**config.mk**
```make
export PLATFORM = sky130hd
export DESIGN_NAME = adc_clip_monitor
export DESIGN_NICKNAME = d
export VERILOG_FILES = /design/src/rtl/adc_clip_pkg.sv /design/src/rtl/adc_clip_win_ctr.sv /design/src/rtl/adc_clip_monitor.sv
export SDC_FILE = /design/constraint.sdc
export NUM_CORES = 1
export LEC_CHECK = 0
export BUFFER_PORTS_ARGS = -buffer_cell sky130_fd_sc_hd__clkbuf_2
export CAP_MARGIN = 15
export CORE_MARGIN = 5
export CORE_UTILIZATION = 50
export CTS_CLUSTER_DIAMETER = 200
export DETAILED_ROUTE_END_ITERATION = 8
export PLACE_DENSITY = 0.72
export RECOVER_POWER = 25
export SYNTH_ARGS = -nofsm -noshare
export SYNTH_HDL_FRONTEND = slang
export SYNTH_HIERARCHICAL = 1
export SYNTH_SLANG_ARGS = --single-unit
```
**constraint.sdc**
```tcl
create_clock -name clk -period 3.05 [get_ports clk]
set_input_delay 0 -clock clk [delete_from_list [all_inputs] [get_ports clk]]
set_output_delay 0 -clock clk [all_outputs]
set_load 0.02 [all_outputs]
```
**src/rtl/adc_clip_pkg.sv**
```systemverilog
// Shared types and default widths for the ADC clip monitor slice.
package adc_clip_pkg;

  localparam int unsigned DEF_WIN_WIDTH  = 16;
  localparam int unsigned DEF_CNT_WIDTH  = 16;
  localparam int unsigned DEF_CLR_CYCLES = 2;

  typedef enum logic [2:0] {
    IDLE,
    CLEAR,
    RUN,
    BLANK,
    REPORT
  } clip_mon_state_t;

endpackage

```
**src/rtl/adc_clip_win_ctr.sv**
```systemverilog
// Loadable down-counter gated by ce; a zero load value becomes 1.
// o_tc flags the final counted cycle (count == 1).
module adc_clip_win_ctr
  import adc_clip_pkg::*;
#(
  parameter int unsigned WIN_WIDTH = DEF_WIN_WIDTH
) (
  input  logic                 clk,
  input  logic                 rst_n,
  input  logic                 i_ce,
  input  logic                 i_load,
  input  logic [WIN_WIDTH-1:0] i_load_val,
  input  logic                 i_dec,
  output logic                 o_tc
);

  logic [WIN_WIDTH-1:0] r_cnt;

  always_ff @(posedge clk or negedge rst_n) begin
    if (!rst_n) begin
      r_cnt <= '0;
    end else if (i_ce) begin
      if (i_load) begin
        r_cnt <= (i_load_val == '0) ? WIN_WIDTH'(1) : i_load_val;
      end else if (i_dec && (r_cnt != '0)) begin
        r_cnt <= r_cnt - WIN_WIDTH'(1);
      end
    end
  end

  assign o_tc = (r_cnt == WIN_WIDTH'(1));

endmodule

```
**src/rtl/adc_clip_monitor.sv**
```systemverilog
// Windowed clip-event supervisor for adc_clipping_detector.
// Define ADC_CLIP_PEAK_EN to add the cnt_peak output (max count since reset/alarm_clr).
module adc_clip_monitor
  import adc_clip_pkg::*;
#(
  parameter int unsigned WIN_WIDTH  = DEF_WIN_WIDTH,
  parameter int unsigned CNT_WIDTH  = DEF_CNT_WIDTH,
  parameter int unsigned CLR_CYCLES = DEF_CLR_CYCLES
) (
  input  logic                 clk,
  input  logic                 rst,
  input  logic                 ce,
  input  logic                 en,
  input  logic [WIN_WIDTH-1:0] win_len,
  input  logic [CNT_WIDTH-1:0] thresh,
  input  logic                 alarm_clr,
  input  logic                 clip_in,
  output logic                 det_rst,
  output logic [CNT_WIDTH-1:0] cnt_out,
  output logic                 cnt_valid,
  output logic                 alarm
`ifdef ADC_CLIP_PEAK_EN
  ,
  output logic [CNT_WIDTH-1:0] cnt_peak
`endif
);

  localparam int unsigned      BLK_W    = $clog2(CLR_CYCLES + 1);
  localparam logic [BLK_W-1:0] BLK_LOAD = BLK_W'(CLR_CYCLES);

  clip_mon_state_t      r_state;
  logic                 r_det_rst;
  logic                 r_cnt_valid;
  logic                 r_alarm;
  logic [CNT_WIDTH-1:0] r_evt_cnt;
  logic [CNT_WIDTH-1:0] r_cnt_out;

  logic w_win_tc, w_win_load, w_win_dec;
  logic w_blk_tc, w_blk_load, w_blk_dec;
  logic w_alarm_hit;

  // Blank counter times both CLEAR and BLANK; it is reloaded on entry to either.
  always_comb begin
    w_win_load  = (r_state == CLEAR) && w_blk_tc;
    w_win_dec   = (r_state == RUN) || (r_state == BLANK);
    w_blk_load  = (((r_state == IDLE) || (r_state == REPORT)) && en) ||
                  ((r_state == RUN) && clip_in && !w_win_tc);
    w_blk_dec   = (r_state == CLEAR) || (r_state == BLANK);
    w_alarm_hit = (thresh != '0) && (r_evt_cnt >= thresh);
  end

  adc_clip_win_ctr #(.WIN_WIDTH(WIN_WIDTH)) u_win_ctr (
    .clk        (clk),
    .rst_n      (rst),
    .i_ce       (ce),
    .i_load     (w_win_load),
    .i_load_val (win_len),
    .i_dec      (w_win_dec),
    .o_tc       (w_win_tc)
  );

  adc_clip_win_ctr #(.WIN_WIDTH(BLK_W)) u_blk_ctr (
    .clk        (clk),
    .rst_n      (rst),
    .i_ce       (ce),
    .i_load     (w_blk_load),
    .i_load_val (BLK_LOAD),
    .i_dec      (w_blk_dec),
    .o_tc       (w_blk_tc)
  );

  always_ff @(posedge clk or negedge rst) begin
    if (!rst) begin
      r_state     <= IDLE;
      r_det_rst   <= 1'b1;
      r_cnt_valid <= 1'b0;
      r_alarm     <= 1'b0;
      r_evt_cnt   <= '0;
      r_cnt_out   <= '0;
    end else begin
      r_cnt_valid <= 1'b0;
      // alarm_clr acts on any clk edge; a coincident REPORT set below overrides it
      if (alarm_clr) r_alarm <= 1'b0;
      if (ce) begin
        unique case (r_state)
          IDLE: begin
            if (en) r_state <= CLEAR;
          end
          CLEAR: begin
            if (!en) begin
              r_state <= IDLE;
            end else if (w_blk_tc) begin
              r_state   <= RUN;
              r_det_rst <= 1'b0;
              r_evt_cnt <= '0;
            end
          end
          RUN: begin
            if (clip_in && (r_evt_cnt != '1)) r_evt_cnt <= r_evt_cnt + CNT_WIDTH'(1);
            if (!en) begin
              r_state   <= IDLE;
              r_det_rst <= 1'b1;
            end else if (w_win_tc) begin
              r_state   <= REPORT;
              r_det_rst <= 1'b1;
            end else if (clip_in) begin
              r_state   <= BLANK;
              r_det_rst <= 1'b1;
            end
          end
          BLANK: begin
            if (!en) begin
              r_state <= IDLE;
            end else if (w_win_tc) begin
              r_state <= REPORT;
            end else if (w_blk_tc) begin
              r_state   <= RUN;
              r_det_rst <= 1'b0;
            end
          end
          REPORT: begin
            r_cnt_out   <= r_evt_cnt;
            r_cnt_valid <= 1'b1;
            if (w_alarm_hit) r_alarm <= 1'b1;
            r_state <= en ? CLEAR : IDLE;
          end
          default: begin
            r_state   <= IDLE;
            r_det_rst <= 1'b1;
          end
        endcase
      end
    end
  end

`ifdef ADC_CLIP_PEAK_EN
  logic [CNT_WIDTH-1:0] r_cnt_peak;

  always_ff @(posedge clk or negedge rst) begin
    if (!rst) begin
      r_cnt_peak <= '0;
    end else if (ce && (r_state == REPORT)) begin
      if (alarm_clr || (r_evt_cnt > r_cnt_peak)) r_cnt_peak <= r_evt_cnt;
    end else if (alarm_clr) begin
      r_cnt_peak <= '0;
    end
  end

  assign cnt_peak = r_cnt_peak;
`endif

  assign det_rst   = r_det_rst;
  assign cnt_out   = r_cnt_out;
  assign cnt_valid = r_cnt_valid;
  assign alarm     = r_alarm;

endmodule
```
---- Yosys cells after proc, flatten, opt, wreduce, memory -nomap -nowiden ----
Cells that the tools add are included.
operators by class
  shift-type cells ........................ 0
  add/subtract/negate cells ............... 3
  divide/modulo/power cells ............... 0
  multiplexer cells ....................... 33
  multiply operators ...................... 0
  reduce and logical (&&, ||, !) cells .... 28
  equal/unequal tests ..................... 14
  bitwise operators ....................... 1
  magnitude comparators ................... 1
operator list
  cell                                                                    number
  16-bit 2-to-1 mux                                                       6
  16-bit case mux with 2 select lines                                     1
  16-bit nonzero test                                                     2
  3-bit 2-to-1 mux                                                        8
  16-bit by 1-bit adder with 16-bit output, second input constant         1
  16-bit by 1-bit equality test with 1-bit output, second input constant  1
  16-bit >= comparator                                                    1
  16-bit zero test                                                        1
  16-bit inequality test, second input constant                           1
  16-bit by 1-bit subtractor with 16-bit output, second input constant    1
  3-bit case mux with 5 select lines                                      1
  1-bit 2-to-1 mux                                                        14
  2-bit inequality test, second input constant                            5
  1-bit logical AND                                                       8
  2-bit nonzero test                                                      4
  3-bit by 2-bit equality test with 1-bit output, second input constant   2
  2-bit AND reduction                                                     3
  6-bit AND reduction                                                     1
  5-bit AND reduction                                                     1
  1-bit logical OR                                                        4
  2-bit 2-to-1 mux                                                        2
  4-bit inequality test, second input constant                            1
  1-bit case mux with 4 select lines                                      1
  3-bit by 1-bit equality test with 1-bit output, second input constant   1
  other kinds (9)                                                         9
storage, ports and cells
  output and inout port bits .............. 19
  memories ................................ 0
  bits in writable memories ............... 0
  input bits .............................. 38
  bits in read-only memories .............. 0
  bits in latches ......................... 0
  logic and storage cells ................. 88
  register bits after elaboration ......... 56

---- Longest topological paths before layout ----
Gate-level depths: netlist of the first run.
  word-level depth ........................ 6
  mapped depth ............................ 11
  gate-level depth less buffers ........... 10

---- Hierarchy ----
Netlist of the first run, hierarchy kept.
by module, submodules not included
  module                        area an instance (um^2)  instances  cells an instance  seq. area each (um^2)
  adc_clip_monitor              2289.7                   1          234                952.2
  adc_clip_win_ctr (u_win_ctr)  1163.6                   1          139                400.4
  adc_clip_win_ctr (u_blk_ctr)  148.9                    1          14                 50.0

---- Least setup slack after synthesis of the first run ----
OpenSTA, ideal clock, no wires.
  path type ............................... register to register
  from .................................... reg u_win_ctr.r_cnt[8]
  to ...................................... reg u_blk_ctr.r_cnt[0]
  cell stages (with the launch flop) ...... 11
  data arrival time ....................... 2.025 ns
  path buffers ............................ 1
  path slack .............................. 0.897 ns
  cell sequence ........................... dfrtp_1 > clkbuf_1 > nor4_1 > nand2_1 > nor2_1 > and3_1 > nor2_1 > a31oi_1 > nor2_1 > o32ai_1 > a2bb2oi_1
on the way
  longest elaborated chain between the ends .. 6
RTL lines
  item                                               RTL line                RTL
  start, declared                                    adc_clip_win_ctr.sv:17  logic [WIN_WIDTH-1:0] r_cnt;
  start signal, assigned                             adc_clip_win_ctr.sv:24  r_cnt <= (i_load_val == '0) ? WIN_WIDTH'(1) : i_load_val;
  start signal, assigned                             adc_clip_win_ctr.sv:26  r_cnt <= r_cnt - WIN_WIDTH'(1);
  16-bit by 1-bit equality test with 1-bit output *  adc_clip_win_ctr.sv:31  assign o_tc = (r_cnt == WIN_WIDTH'(1));
  net w_win_tc                                       adc_clip_monitor.sv:38  logic w_win_tc, w_win_load, w_win_dec;
  1-bit zero test *                                  adc_clip_monitor.sv:47  ((r_state == RUN) && clip_in && !w_win_tc);
  1-bit logical AND *                                adc_clip_monitor.sv:47
  1-bit logical OR *                                 adc_clip_monitor.sv:46  w_blk_load = (((r_state == IDLE) || (r_state == REPORT)) && en) ||
  net w_blk_load                                     adc_clip_monitor.sv:39  logic w_blk_tc, w_blk_load, w_blk_dec;
  2-bit nonzero test (no source line)                --
  2-bit AND reduction (no source line)               --
  end signal, assigned                               adc_clip_win_ctr.sv:24
  end signal, assigned                               adc_clip_win_ctr.sv:26
  end, declared                                      adc_clip_win_ctr.sv:17
The timed path passes the listed nets; every way through them passes the cells marked *.
A chain may end at the register's enable or synchronous reset.

---- Worst setup path in the final report of the first run ----
  from .................................... reg u_win_ctr.r_cnt[5]
  to ...................................... reg u_blk_ctr.r_cnt[0]
Same word-level chain as after synthesis.

==> results of run 1 <==
worst max-delay path, cell delays in order, from the launching register on:
cell and delay (ns):
dfrtp_1 0.46, or4_1 0.65, nor2_1 0.19, and3_1 0.24, nor2_1 0.09, a31oi_1 0.18
nor2_1 0.10, o32ai_1 0.30, a2bb2oi_1 0.11
report_power, final:
group	internal, mW	switching (mW)	total (mW)
Combinational	0.337	0.428	0.765
Clock	0.166	0.253	0.419
Sequential	0.884	0.218	1.10
Total	1.39	0.899	2.29
per-layer routing:
metal	part of all wire (%)	vias up	global-route usage (%)
li1	-	1586	-
met1	43	1580	28.11
met2	47	134	35.41
met3	7.1	18	3.825
met4	2.3	0	7.452
met5	0	-	0
metrics by stage:
stage          cells  util [%]  hold slack, ns  setup WS (ns)  instance area [um^2]
6_report         552     58.22         0.02343         0.5912                  4155
5_1_grt          552     58.22         0.03577         0.3706                  4155
2_1_floorplan    387         -         -0.2956         0.8974                  3602
3_3_place_gp     533     55.72        0.001099         0.7232                  3976
3_5_place_dp     533     55.72        0.004091         0.6424                  3976
4_1_cts          552     58.50         0.01061         0.5989                  4175
sequential cells by signal (all words and copies together) (netlist names):
name / flops
cnt_out: 16
r_evt_cnt: 16
u_win_ctr/r_cnt: 16
r_state: 3
u_blk_ctr/r_cnt: 2
alarm: 1
cnt_valid: 1
det_rst: 1
logic make-up (layout without fill, tap and decap cells):
kind of cell,count (synthesis),count (layout)
muxes,20,20
AOI/OAI and AO/OA,80,80
DFF,56,56
buffers and inverters,43,109
adders and majority gates,21,21
other,2,2
and+or+nand+nor,156,156
xor gates and xnor gates,9,9
layout by cell type (no fill, tap or decap), types with 3 or more instances in the layout:
cell type / n
a211oi_1: 5
a21o_1: 4
a21oi_1: 13
a31o_2: 3
a31oi_1: 3
a41oi_1: 4
and3_1: 4
and4_1: 6
buf_4: 6
clkbuf_1: 17
clkbuf_2: 40
clkbuf_8: 5
dfrtp_1: 55
dlygate4sd3_1: 11
ha_1: 21
inv_1: 27
mux2_2: 17
mux2i_1: 3
nand2_1: 39
nand2b_1: 3
nand3_1: 17
nand4_1: 10
nor2_1: 25
nor2b_1: 5
nor3_1: 7
nor3b_1: 3
nor4_1: 18
o211ai_1: 4
o21ai_0: 15
o311ai_0: 4
o31ai_1: 3
or4_1: 5
xnor2_1: 9
worst max path at each step:
stage,start,to
2_1_floorplan,u_win_ctr/r_cnt[8],u_blk_ctr/r_cnt[0]
3_3_place_gp,u_win_ctr/r_cnt[4],u_blk_ctr/r_cnt[0]
3_5_place_dp,u_win_ctr/r_cnt[4],u_blk_ctr/r_cnt[0]
4_1_cts,u_win_ctr/r_cnt[4],u_blk_ctr/r_cnt[0]
5_1_grt,u_win_ctr/r_cnt[0],u_win_ctr/r_cnt[12]
6_report,u_win_ctr/r_cnt[5],u_blk_ctr/r_cnt[0]
layout make-up:
type / count / area share [%]
Clock inverter: 2 / 0.3914
Timing Repair Buffer: 73 / 9.997
Tap cell: 99 / 2.981
Clock buffer: 6 / 1.746
Sequential cell: 56 / 33.75
Inverter: 28 / 2.529
Multi-Input combinational cell: 288 / 48.60
==> out/metrics.csv, run 1 <==
metric,value,unit
status,finished clean,
clk_skew,0.01396,ns
First DRT Iteration DRCs,153,
"CTS clk-pin slew, worst paths",0.11,ns
VDD IR max,0.0003335,V
per-cell routed wire length,16.30,um
Fin. Hold Viols,0,
HPWL after detailed placement,6630,um
Netlist Area Pre-Place,3602,um^2
Pwr Total,2.286,mW
FF/Latch Area,1403,um^2
Synth Area in Compound Gates,16.22,%
Post-synth EDFFs,0,
WP data required,3.23,ns
R2R Path Start,u_win_ctr/r_cnt[5],
largest family of logic cells by synthesized area,simple AND/OR/NAND/NOR gates,
crit-path max FO,7,
clock tree buffer depth,2,
die height,94.88,um
grt total ovfl,0,
Fill cells,670,
hold path depth,3,
Max-slew headroom,23.73,%
hold_sp,win_len[14],
syn_nets,446,
routability cong.,0.9660,
vias in the first global route,3179,
"Top FF cell, synth",dfrtp_1,
final setup vio count,0,
CP Capture Type,flip-flop,
"FFs w/ async S/R, synth",100.0,%
TritonCTS clock tree,done,
Worst Setup Path Type,flip-flop to flip-flop,
gr usage total,21.39,%
# DRC,0,
initial core utilization,50.47,%
sequential area share after synthesis,38.94,%
syn_area_per_cell,9.308,um^2
Final #Nets,511,
Hold WC Path Type,input port to flip-flop,
Lkg Pwr,1.858,nW
Tcrit/Tclk final,80.62,%
Critical Path Start Type,flip-flop,
most common cell in the netlist,dfrtp_1,
die width,94.88,um
Adder-Cell Fraction of Synth Area,7.294,%
Layout area overhead,15.35,%
number of max-cap violations,0,
WL final,8999,um
share of cells above drive strength 1,18.76,%
clock buffer count from CTS,5,
die area,9002,um^2
reg2reg setup slack,0.59,ns
WHS Endpoint,u_win_ctr/r_cnt[14],
area occupied by multi-input gates,2019,um^2
CP arrival,2.64,ns
length in cells of the worst reg-to-reg path,8,
ANT cells,0,
CTS Hold Bufs,11,
Synth Warn #,6,
initial antenna violation count,0,
Core Area,7137,um^2
Final Max Tran Viols,0,
cell taking the most area after synthesis,dfrtp_1,
post-synthesis xor/xnor area fraction,2.188,%
cell count after synthesis,387,
Simple-Gate Fraction of Synth Area,24.00,%
row count,31,
Port Buffers,56,
worst skew pair latency,0.31,ns
"Setup Fix Bufs, Post-CTS",0,
largest net degree at the start of global routing,40,
RSZ-0062 raised after global routing,false,
first-pass GRT wire length,15260,um
H-Tree Level Count,2,
drt via density,6.011,
Root Buffer,clkbuf_8,
maximum clock rate,406.7,MHz
r2r endpoint,u_blk_ctr/r_cnt[0],
DR vias,3318,
area fraction of the dominant cell type after synthesis,38.21,%
Worst Tran Pin Value,1.144,ns
Sink Count,56,
number of library cell types mapped by synthesis,65,
Setup TNS Final,0,ns
post-cts resize count,0,
minimum clock period,2.459,ns
register bit total from synthesis,56,
Routed Antenna Nets,0,
Pwr Density,550.1,nW/um^2
mux share of post-synthesis cell area,6.148,%
Area contributors post-synth,"dfrtp_1 (38%), ha_1 (7.3%), mux2_2 (5.3%)",
commonest cells in the netlist,"dfrtp_1 (55), nand2_1 (39), inv_1 (27)",
first-pass iteration count of the detailed router,6,
IO Count,57,
(Power assumes the default switching activity.)
==> run 2, diff against run 1 <==
--- a/config.mk
+++ b/config.mk
@@ -11,7 +11,7 @@
 export CORE_UTILIZATION = 50
 export CTS_CLUSTER_DIAMETER = 200
 export DETAILED_ROUTE_END_ITERATION = 8
-export PLACE_DENSITY = 0.72
+export PLACE_DENSITY = 0.75
 export RECOVER_POWER = 25
 export SYNTH_ARGS = -nofsm -noshare
 export SYNTH_HDL_FRONTEND = slang
==> constraint.sdc (replaced) <==
create_clock -name clk -period 2.15 [get_ports clk]
set_input_delay 0 -clock clk [delete_from_list [all_inputs] [get_ports clk]]
set_output_delay 0 -clock clk [all_outputs]
set_load 0.02 [all_outputs]
==> run 2 against run 1 <==
Die area stayed put; count of clock-buffer cells in the layout is 1 lower; critical endpoint is now u_win_ctr/r_cnt[9]; sequential share of layout area is 2.2 points lower; hold slack worse by 0.0049 ns; final area is 7.0% higher; cell count is 5.1% higher.
==> out/metrics.csv, run 2 (synthesized netlist as in run 1, its figures left out) <==
metric,value,unit,change
reg2reg setup slack,0.12,ns,-0.47 ns
vias in the first global route,3314,,+4.2%
"commonest cells after routing, fill and taps aside","clkbuf_2 (57), dfrtp_1 (55), nand2_1 (39)",,
"Core Util, Final",62.29,%,+4.1 points
switching part of the total,38.70,%,-0.63 points
gr usage total,21.08,%,-0.31 points
Worst Tran Pin Value,1.453,ns,+0.3092 ns
HPWL after detailed placement,6814,um,+2.8%
maximum clock rate,493.3,MHz,+21%
Setup TNS Final,0,ns,unchanged
hold_sp,win_len[1],,
Flop pwr share,43.0,%,-5.2 points
Worst Setup Path Type,flip-flop to flip-flop,,
first-pass iteration count of the detailed router,4,,-2
worst skew pair latency,0.30,ns,about the same
# DRC,0,,unchanged
Final #Nets,540,,+5.7%
switching pwr,1.332,mW,+48%
Pint,2.111,mW,+52%
clock buffer count from CTS,5,,unchanged
length in cells of the worst reg-to-reg path,5,,-3
WL final,9107,um,+1.2%
Hold WC Path Type,input port to flip-flop,,
CP Capture Type,flip-flop,,
Sink Count,56,,unchanged
share of cells above drive strength 1,28.90,%,+10 points
"Setup Fix Bufs, Post-CTS",0,,unchanged
largest net degree at the start of global routing,57,,+43%
TritonCTS clock tree,done,,
status,finished clean,,
WHS Endpoint,u_win_ctr/r_cnt[1],,
"most common cell after layout, fill and taps aside",clkbuf_2,,
Finished Layout Cells,580,,+5.1%
VDD IR max,0.0005426,V,+63%
Slowest cell on crit path,or4_4,,
logic gate share of total power,40.8,%,+7.4 points
die width,94.88,um,unchanged
R2R Path Start,u_win_ctr/r_cnt[5],,
power share of the clock group,16.3,%,-2.0 points
routability cong.,0.9324,,-3.5%
Pwr Density,774.4,nW/um^2,+41%
Crit path largest cell delay,0.55,ns,-0.10 ns
WP data required,2.40,ns,-0.83 ns
clock tree buffer depth,2,,unchanged
Tcrit/Tclk final,94.29,%,+14 points
crit-path max FO,5,,-2
IO Count,57,,unchanged
First DRT Iteration DRCs,123,,-20%
area occupied by multi-input gates,2078,um^2,+2.9%
r2r endpoint,u_win_ctr/r_cnt[9],,
ANT cells,0,,unchanged
final setup vio count,0,,unchanged
"CTS clk-pin slew, worst paths",0.10,ns,about the same
Root Buffer,clkbuf_8,,
first-pass GRT wire length,15180,um,-0.49%
drt via density,5.869,,-2.4%
Port Buffers,56,,unchanged
placed insts,562,,+5.4%
FF/Latch Area,1403,um^2,unchanged
grt total ovfl,0,,unchanged
RSZ-0062 raised after global routing,false,,
Final Max Tran Viols,0,,unchanged
Layout area overhead,23.41,%,
CP arrival,2.28,ns,-0.36 ns
Core Area,7137,um^2,unchanged
hold path depth,3,,unchanged
initial core utilization,50.47,%,unchanged
die height,94.88,um,unchanged
Routed Antenna Nets,0,,unchanged
Lkg Pwr,2.065,nW,+11%
per-cell routed wire length,15.70,um,-3.7%
row count,31,,unchanged
DR vias,3404,,+2.6%
minimum clock period,2.027,ns,-0.4315 ns
H-Tree Level Count,2,,unchanged
Max-slew headroom,3.111,%,-21 points
number of max-cap violations,0,,unchanged
clk_skew,0.006168,ns,-0.007795 ns
die area,9002,um^2,unchanged
Fill cells,619,,-7.6%
Fin. Hold Viols,0,,unchanged
Critical Path Start Type,flip-flop,,
crit path cell chain,"or4_4, buf_4, or4_1, o32a_1, nand3_1",,
initial antenna violation count,0,,unchanged
run 2: power groups by stage:
stage | registers [mW] | logic [mW] | clock network, mW
after floorplan | 1.49 | 0.800 | 0
after global placement | 1.46 | 1.31 | 0
after detailed placement | 1.47 | 1.35 | 0
after CTS | 1.46 | 1.37 | 0.580
after global routing | 1.50 | 1.54 | 0.635
final | 1.48 | 1.40 | 0.559
run 2: how the worst max path moves through the flow:
stage	to	slack (ns)	depth (start not counted)	startpoint
3_3_place_gp	u_blk_ctr/r_cnt[0]	0.08	8	u_win_ctr/r_cnt[5]
6_report	u_win_ctr/r_cnt[9]	0.12	5	u_win_ctr/r_cnt[5]
3_5_place_dp	u_blk_ctr/r_cnt[0]	0.02	8	u_win_ctr/r_cnt[5]
4_1_cts	u_blk_ctr/r_cnt[0]	0.004	9	u_win_ctr/r_cnt[14]
2_1_floorplan	u_blk_ctr/r_cnt[0]	0.003	9	u_win_ctr/r_cnt[5]
5_1_grt	u_blk_ctr/r_cnt[0]	0.02	9	u_win_ctr/r_cnt[10]
run 2: repair_timing:
action,4_1_cts,5_1_grt
gates resized for setup,0,11
setup endpoints to repair,0,7
hold buffers,11,0
hold endpoints to repair,66,0
run 2: worst max-delay path, delay by kind of cell (launching register included):
| kind | cells | cell delay, ns |
|---|---|---|
| AND/OR/NAND/NOR | 3 | 1.09 |
| flip-flops | 1 | 0.40 |
| AO/OA/AOI/OAI | 1 | 0.30 |
| buffers and inverters | 1 | 0.17 |
run 2: metal layers:
metal  part of all wire [%]  vias to the layer above  track usage, %  wire length [um]
met5                      0                        -               0                 0
met4                    2.1                        0           7.332               194
met3                    6.1                       16           3.267               551
met2                     48                      125           36.05              4338
met1                     44                     1623           27.01              4023
li1                       -                     1640               -                 -
run 2: cell type report:
class	count	share of cell area (%)
multi-input combinational	288	46.75
clock buffer	5	1.548
clock inverter	2	0.2815
inverter	28	2.449
tap	99	2.786
timing repair buffer	102	14.64
sequential	56	31.55
run 2: metrics by stage:
stage          hold slack, ns  total power [mW]  worst slack (ns)  cell area [um^2]
2_1_floorplan         -0.2956             2.285          0.002935              3608
5_1_grt               0.01817             3.684           0.01568              4446
3_3_place_gp          0.02753             2.774           0.08182              4213
3_5_place_dp          0.03038             2.820           0.02226              4213
4_1_cts             0.0001631             3.403          0.003893              4404
6_report              0.01856             3.443            0.1227              4446
